**src/rtl/sram_ctrl_pkg.sv**
```systemverilog
// Shared sizing constants and controller state encoding for the SRAM request
// controller and its response buffer.
package sram_ctrl_pkg;

  localparam int DEPTH  = 1024;
  localparam int ADDR_W = 10;
  localparam int DATA_W = 17;
  localparam logic [DATA_W-1:0] INIT_VAL = 17'd0;

  typedef enum logic {
    INIT = 1'b0,
    RUN  = 1'b1
  } state_e;

endpackage

```
**src/rtl/resp_fifo2.sv**
```systemverilog
// Two-entry valid/ready response buffer; holds read data until the consumer
// takes it, preserving order.
module resp_fifo2 #(
  parameter int DATA_W = sram_ctrl_pkg::DATA_W
) (
  input  logic              clk_i,
  input  logic              rst_i,
  input  logic              in_valid_i,
  output logic              in_ready_o,
  input  logic [DATA_W-1:0] in_data_i,
  output logic              out_valid_o,
  input  logic              out_ready_i,
  output logic [DATA_W-1:0] out_data_o,
  output logic [1:0]        count_o
);

  logic [DATA_W-1:0] mem_q [2];
  logic              wr_ptr_q, wr_ptr_d;
  logic              rd_ptr_q, rd_ptr_d;
  logic [1:0]        count_q, count_d;
  logic              push_s, pop_s;

  assign in_ready_o  = (count_q != 2'd2);
  assign out_valid_o = (count_q != 2'd0);
  assign out_data_o  = mem_q[rd_ptr_q];
  assign count_o     = count_q;

  // Handshakes, pointer wrap and occupancy update
  always_comb begin
    push_s   = in_valid_i & in_ready_o;
    pop_s    = out_valid_o & out_ready_i;
    wr_ptr_d = wr_ptr_q ^ push_s;
    rd_ptr_d = rd_ptr_q ^ pop_s;
    case ({push_s, pop_s})
      2'b10:   count_d = count_q + 2'd1;
      2'b01:   count_d = count_q - 2'd1;
      default: count_d = count_q;
    endcase
  end

  // Pointer and occupancy registers
  always_ff @(posedge clk_i) begin
    if (rst_i) begin
      wr_ptr_q <= 1'b0;
      rd_ptr_q <= 1'b0;
      count_q  <= 2'd0;
    end else begin
      wr_ptr_q <= wr_ptr_d;
      rd_ptr_q <= rd_ptr_d;
      count_q  <= count_d;
    end
  end

  // Storage needs no reset: an entry is only visible after being written
  always_ff @(posedge clk_i) begin
    if (push_s) begin
      mem_q[wr_ptr_q] <= in_data_i;
    end
  end

endmodule

```
**src/rtl/sram_req_ctrl_chk.sv**
```systemverilog
// Run-time guard for the response buffer: the credit scheme must make a push
// into a full buffer impossible.
module sram_req_ctrl_chk (
  input logic       clk_i,
  input logic       rst_i,
  input logic       push_i,
  input logic       push_ready_i,
  input logic [1:0] count_i
);

  // Flag any push that would overflow the buffer
  always @(posedge clk_i) begin
    if (!rst_i) begin
      assert (!(push_i && (count_i == 2'd2)))
        else $error("sram_req_ctrl: response push while buffer holds 2 entries");
      assert (!(push_i && !push_ready_i))
        else $error("sram_req_ctrl: response push while buffer not ready");
    end
  end

endmodule

```
**src/rtl/sram_req_ctrl.sv**
```systemverilog
// Request front-end for a single-port SRAM macro: clears the array after reset,
// then decodes requests onto the macro pins and returns read data in order.
module sram_req_ctrl #(
  parameter int                                  DEPTH    = sram_ctrl_pkg::DEPTH,
  parameter int                                  ADDR_W   = sram_ctrl_pkg::ADDR_W,
  parameter int                                  DATA_W   = sram_ctrl_pkg::DATA_W,
  parameter logic [sram_ctrl_pkg::DATA_W-1:0]    INIT_VAL = sram_ctrl_pkg::INIT_VAL
) (
  input  logic              clock,
  input  logic              reset,
  output logic              init_done,
  input  logic              req_valid,
  output logic              req_ready,
  input  logic              req_we,
  input  logic [ADDR_W-1:0] req_addr,
  input  logic [DATA_W-1:0] req_wdata,
  output logic              resp_valid,
  input  logic              resp_ready,
  output logic [DATA_W-1:0] resp_rdata,
  output logic [ADDR_W-1:0] sram_a,
  output logic [DATA_W-1:0] sram_i,
  output logic              sram_web,
  output logic              sram_oeb,
  output logic              sram_csb,
  input  logic [DATA_W-1:0] sram_o
);

  import sram_ctrl_pkg::*;

  localparam logic [ADDR_W-1:0] LAST_ADDR = ADDR_W'(DEPTH - 1);

  state_e            state_q, state_d;
  logic [ADDR_W-1:0] init_cnt_q, init_cnt_d;
  logic              init_done_q, init_done_d;
  logic              rd_inflight_q, rd_inflight_d;
  logic              fire_s;
  logic [1:0]        fifo_count_s;
  logic [1:0]        credits_s;
  logic              fifo_in_ready_s;

  // Credits count reads still owed to the consumer; only registers feed this
  assign credits_s = {1'b0, rd_inflight_q} + fifo_count_s;
  assign req_ready = (state_q == RUN) && (credits_s < 2'd2);
  assign fire_s    = req_valid & req_ready;
  assign init_done = init_done_q;

  // Next-state, clear-sweep counter and macro pin decode
  always_comb begin
    state_d       = state_q;
    init_cnt_d    = init_cnt_q;
    init_done_d   = init_done_q;
    rd_inflight_d = 1'b0;
    sram_csb      = 1'b1;
    sram_web      = 1'b1;
    sram_oeb      = 1'b1;
    sram_a        = {ADDR_W{1'b0}};
    sram_i        = {DATA_W{1'b0}};
    case (state_q)
      INIT: begin
        sram_csb   = 1'b0;
        sram_web   = 1'b0;
        sram_a     = init_cnt_q;
        sram_i     = INIT_VAL;
        init_cnt_d = init_cnt_q + ADDR_W'(1);
        if (init_cnt_q == LAST_ADDR) begin
          state_d     = RUN;
          init_done_d = 1'b1;
        end else begin
          state_d     = INIT;
        end
      end
      RUN: begin
        sram_csb      = ~fire_s;
        sram_web      = ~(fire_s & req_we);
        sram_oeb      = ~(fire_s & ~req_we);
        sram_a        = req_addr;
        sram_i        = req_wdata;
        rd_inflight_d = fire_s & ~req_we;
      end
      default: begin
        state_d     = INIT;
        init_cnt_d  = {ADDR_W{1'b0}};
        init_done_d = 1'b0;
      end
    endcase
  end

  // Controller state registers
  always_ff @(posedge clock) begin
    if (reset) begin
      state_q       <= INIT;
      init_cnt_q    <= {ADDR_W{1'b0}};
      init_done_q   <= 1'b0;
      rd_inflight_q <= 1'b0;
    end else begin
      state_q       <= state_d;
      init_cnt_q    <= init_cnt_d;
      init_done_q   <= init_done_d;
      rd_inflight_q <= rd_inflight_d;
    end
  end

  // Macro output is valid the cycle after the read edge; capture it then
  resp_fifo2 #(
    .DATA_W (DATA_W)
  ) u_resp_fifo (
    .clk_i       (clock),
    .rst_i       (reset),
    .in_valid_i  (rd_inflight_q),
    .in_ready_o  (fifo_in_ready_s),
    .in_data_i   (sram_o),
    .out_valid_o (resp_valid),
    .out_ready_i (resp_ready),
    .out_data_o  (resp_rdata),
    .count_o     (fifo_count_s)
  );

  sram_req_ctrl_chk u_chk (
    .clk_i        (clock),
    .rst_i        (reset),
    .push_i       (rd_inflight_q),
    .push_ready_i (fifo_in_ready_s),
    .count_i      (fifo_count_s)
  );

endmodule

```
**config.mk**
```make
export PLATFORM = sky130hd
export DESIGN_NAME = sram_req_ctrl
export DESIGN_NICKNAME = d
export VERILOG_FILES = /design/src/rtl/sram_ctrl_pkg.sv /design/src/rtl/resp_fifo2.sv /design/src/rtl/sram_req_ctrl_chk.sv /design/src/rtl/sram_req_ctrl.sv
export SDC_FILE = /design/constraint.sdc
export NUM_CORES = 1
export LEC_CHECK = 0
export CORE_MARGIN = 2
export CORE_UTILIZATION = 45
export DETAILED_ROUTE_END_ITERATION = 10
export GPL_TIMING_DRIVEN = 0
export PLACE_DENSITY = 0.92
export SLEW_MARGIN = 10
export SYNTH_ARGS = -nofsm -noshare
export SYNTH_HDL_FRONTEND = slang
export SYNTH_SLANG_ARGS = --single-unit
```
**constraint.sdc**
```tcl
create_clock -name clock -period 2.7 [get_ports clock]
set_input_delay 0.675 -clock clock [delete_from_list [all_inputs] [get_ports clock]]
set_output_delay 0.675 -clock clock [all_outputs]
set_load 0.005 [all_outputs]
```
Word-level counts from Yosys, hierarchy flattened --
Memories as Yosys holds them, arrays and structs flattened. A register that Yosys moved wholly into a read port is not among the register bits. Cells that the tools add are included.
Word-level totals: memory bits (writable) 34, output and inout bits 50, bits in read-only memories 0, register bits after elaboration 17, bits in latches 0, memories 1, input port bits 49
Memory list:
- u_resp_fifo.mem_q | words 2, bits a word 17, rd ports 1, clocked after Yosys merged registers in 1, write ports 1, RTL line resp_fifo2.sv:17 | logic [DATA_W-1:0] mem_q [2];
Operators by class: divide/modulo/power cells 0, order comparisons 1, $mul 0, bitwise operators 12, $add $sub $neg 4, equality and inequality tests 4, shift-type cells 0, reductions and logical operators 5, muxes and demuxes 11
Operators by type and width (number):
- 17-bit one-hot mux with 2 select lines | 1
- 10-bit one-hot mux with 2 select lines | 1
- 10-bit by 1-bit adder with 10-bit output, second input constant | 1
- 10-bit equality test, second input constant | 1
- 1-bit two-way mux | 6
- 1-bit bitwise AND | 5
- 1-bit inverter | 5
- 1-bit one-hot mux with 2 select lines | 2
- 2-bit one-hot mux with 2 select lines | 1
- 2-bit nonzero test | 2
- 1-bit by 2-bit adder with 2-bit output | 1
- 2-bit by 1-bit adder with 2-bit output, second input constant | 1
- 2-bit by 1-bit equality test with 1-bit output, second input constant | 1
- 2-bit equality test, second input constant | 1
- 2-bit < comparator, second input constant | 1
- 2-bit != test, second input constant | 1
- 2-bit AND reduction | 1
- 2-bit OR reduction | 1
- 2-bit by 1-bit subtractor with 2-bit output, second input constant | 1
- 1-bit bitwise XOR | 2
- 1-bit logical AND | 1

Longest topological paths before layout --
word-level depth 7, mapped depth 7, gate-level depth less buffers 7

Hierarchy --
Synthesis repeated with hierarchy kept, for this count alone.
Second synthesis, totals: cell total of the unflattened synthesis 172, area total of the unflattened synthesis 2259.7 um^2
Modules (own cells, without submodules):
- resp_fifo2 | seq. area each 1101.1 um^2, instances 1, cells an instance 75, area each 1430.1 um^2
- sram_req_ctrl | seq. area each 260.2 um^2, instances 1, cells an instance 97, area each 829.5 um^2

Worst setup path after synthesis --
OpenSTA, ideal clock, no wires.
path type reg-to-output, start point reg u_resp_fifo.rd_ptr_q (netlist name), end point out resp_rdata[10], setup slack 0.975 ns, data arrival time 1.050 ns, stages on the path, launching flop included 4, cell sequence dfxtp_1 > buf_2 > buf_2 > mux2_2
RTL lines:
- end, declared | RTL line sram_req_ctrl.sv:19 | output logic [DATA_W-1:0] resp_rdata,

Worst setup path in the final report --
start point reg state_q, end point out sram_a[5]
Between the ends: word-level cells in the longest chain between the ends 2
RTL lines:
- start, declared | RTL line sram_req_ctrl.sv:32 | state_e state_q, state_d;
- start signal, assigned | RTL line sram_req_ctrl.sv:96 | state_q <= state_d;
- 1-bit inverter
- 10-bit one-hot mux with 2 select lines (*) | RTL line sram_req_ctrl.sv:58 | case (state_q)
- end, declared | RTL line sram_req_ctrl.sv:20 | output logic [ADDR_W-1:0] sram_a,
Every way passes the cells marked *; elsewhere a longest branch is shown, timed or not.

==> flow_metrics.tcl <==
set metrics [dict create \
    viasPerCell 4.88 \
    io_pins 99 \
    n_antenna_cell 0 \
    wirelength_um 4620 \
    synth_nets 227 \
    cts.path.max_buffers 2 \
    start_kind "flip-flop" \
    hold_buffers 0 \
    cts_sinks 51 \
    clkSlewWorstSetupHoldPaths_ns 0.09 \
    ir_drop_uv 264 \
    grt_overflow_total 0 \
    dp_hpwl_um 3500 \
    yosys.cell_types.count 34 \
    hold_path.class "reg2reg" \
    placed_area_um2 3330 \
    die_y_um 75.1 \
    fin_setup_tns_ns 0 \
    p_leak_nw 1.21 \
    finalSetupViolations 0 \
    clk_latency_ns 0.29 \
    cts_tree "yes" \
    first_pass_iters 4 \
    fmax_ghz 0.391 \
    status "finished, final reports clean" \
    io_buffers 97 \
    max-slew-margin-rel 0.472 \
    cp-end-kind "output pin" \
    wire_per_inst_um 13.3 \
    coreArea_um2 4790 \
    fin_area_um2 3440 \
    start_util 0.475 \
    worst_slack_ns 0.145 \
    crit_arrival_ns 1.88 \
    synth-edff-count 34 \
    ys_top_cells_by_area "edfxtp_1, dfxtp_1, mux2_2, and2_1, ha_1" \
    drt_iter0_markers 45 \
    yosys-top-cells-count "edfxtp_1, mux2_2, and2_1" \
    crit_required_ns 2.03 \
    cap_violations 0 \
    layout-drive-gt1-share 0.151 \
    antenna_found_initial 0 \
    post_cts_buffers 0 \
    finalClockSkew_ns 0.00772 \
    synth_area_per_cell_um2 13.1 \
    grt_pass1_wl_um 7380 \
    final_antenna_net_count 0 \
    maxSlewViolCount 0 \
    yosysMostFrequentCell "edfxtp_1" \
    worstMarginPinSlew_ns 0.791 \
    hold_viol 0 \
    netlist_area_um2 2270 \
    vias 1688 \
    grt_max_degree 18 \
    grt_pass1_vias 1671 \
    grtUsageTotal 0.172 \
    critPathKind "reg2out" \
    nets 331 \
    root_buffer "clkbuf_8" \
    place_ws_ns 0.207 \
    numCtsBuffers 5 \
    dieArea_um2 5640 \
    min_period_ns 2.56 \
    die_x_um 75.1 \
    gp_congestion 0.803 \
    synthToLayoutAreaGrowth_pct 51.5 \
    synth_top_area_frac 0.449 \
    cts_max_level 2 \
    finalPower_mw 1.45 \
    cts-resized-gates 0 \
    cp_max_fo 10 \
    ys_seq_area_frac 0.599 \
    yosysTopAreaCell "edfxtp_1" \
    synth_top_flop_cell "edfxtp_1" \
    rsz0062_at_grt "no" \
    power_density_nw_per_um2 421 \
    yosys_warnings 0 \
    stdcell_count 346 \
    fin_crit_sh 0.946 \
    placed_cells 338 \
    async_reset_ff_frac 0 \
    netlist_instances 174 \
    drc_errors 0 \
    num_rows 25 \
    ys_ff_latch 51 \
]
registers in the layout, summed over array words and instances, names as in the netlist:
name                  flops
u_resp_fifo.mem_q        34
init_cnt_q               10
u_resp_fifo.count_o       2
init_done                 1
rd_inflight_q             1
state_q                   1
u_resp_fifo.rd_ptr_q      1
u_resp_fifo.wr_ptr_q      1
layout by cell type, fill, tap and decap left out, types with 2 or more instances in the layout:
| cell | n |
|---|---|
| nor2b_1 | 2 |
| clkbuf_1 | 5 |
| inv_1 | 5 |
| and2_1 | 18 |
| nand2_1 | 3 |
| clkdlybuf4s50_1 | 97 |
| nand4_1 | 2 |
| a21oi_1 | 6 |
| nor2_1 | 12 |
| clkbuf_8 | 5 |
| nand4b_1 | 3 |
| edfxtp_1 | 34 |
| o21a_1 | 2 |
| dfxtp_1 | 17 |
| mux2_2 | 26 |
| or3_1 | 3 |
| o21ai_0 | 4 |
| xor2_1 | 4 |
| buf_2 | 2 |
| ha_1 | 4 |
| xnor2_1 | 4 |
| clkbuf_4 | 2 |
| nand3_1 | 3 |
per-stage QoR:
step	util	hold slack (ns)
floorplan	-	0.465
global placement	0.695	0.471
detailed placement	0.695	0.479
CTS	0.718	0.517
global route	0.719	0.561
finish	0.719	0.515
metal layers:
layer | vias up | GRT usage | part of all wire
li1 | 833 | - | -
met1 | 785 | 0.188 | 0.40
met2 | 68 | 0.322 | 0.51
met3 | 2 | 0.0562 | 0.079
met4 | 0 | 0.0417 | 0.0039
met5 | - | 0 | 0
worst max-delay path, stage by stage, from the launching register on:
cell and delay (ns):
dfxtp_1 0.31, buf_2 0.18, clkbuf_4 0.25, mux2_2 0.36, clkdlybuf4s50_1 0.48
layout make-up:
class | count | area, um^2
plain buffers | 8 | 40.0
clock buffers | 6 | 72.6
multi-input cells | 110 | 858
fillers | 338 | 1340
inverters | 5 | 18.8
well taps | 67 | 83.8
repair buffers | 97 | 971
flip-flops and latches | 51 | 1360
clock inverters | 2 | 37.5
where the power goes:
part / leakage, nW / switching (mW) / internal, mW
clock: 0.0514 / 0.234 / 0.276
combinational: 0.719 / 0.0245 / 0.0739
sequential: 0.443 / 0.00682 / 0.834
kinds of logic (layout without fill, tap and decap cells):
group,Yosys count,after routing,share of synthesized area
and+or+nand+nor,54,54,0.141
DFF,51,51,0.599
adders and majority gates,4,4,0.0220
muxes,29,29,0.145
buffers and inverters,13,118,0.0237
xor gates and xnor gates,8,8,0.0308
AOI/OAI and AO/OA,15,15,0.0391
worst paths after layout:
path                                  startpoint                                  to  slack [ns]  cells after the start
min reg2reg               init_done$_SDFFE_PP0P_              init_done$_SDFFE_PP0P_        0.51                      2
max                           state_q$_SDFF_PP0_                           sram_a[5]        0.14                      4
min                       init_done$_SDFFE_PP0P_              init_done$_SDFFE_PP0P_        0.51                      2
max reg2reg  u_resp_fifo.count_o[0]$_SDFFE_PP0P_  u_resp_fifo.mem_q[0][13]$_DFFE_PP_        0.99                      2
(Power assumes the default switching activity.)
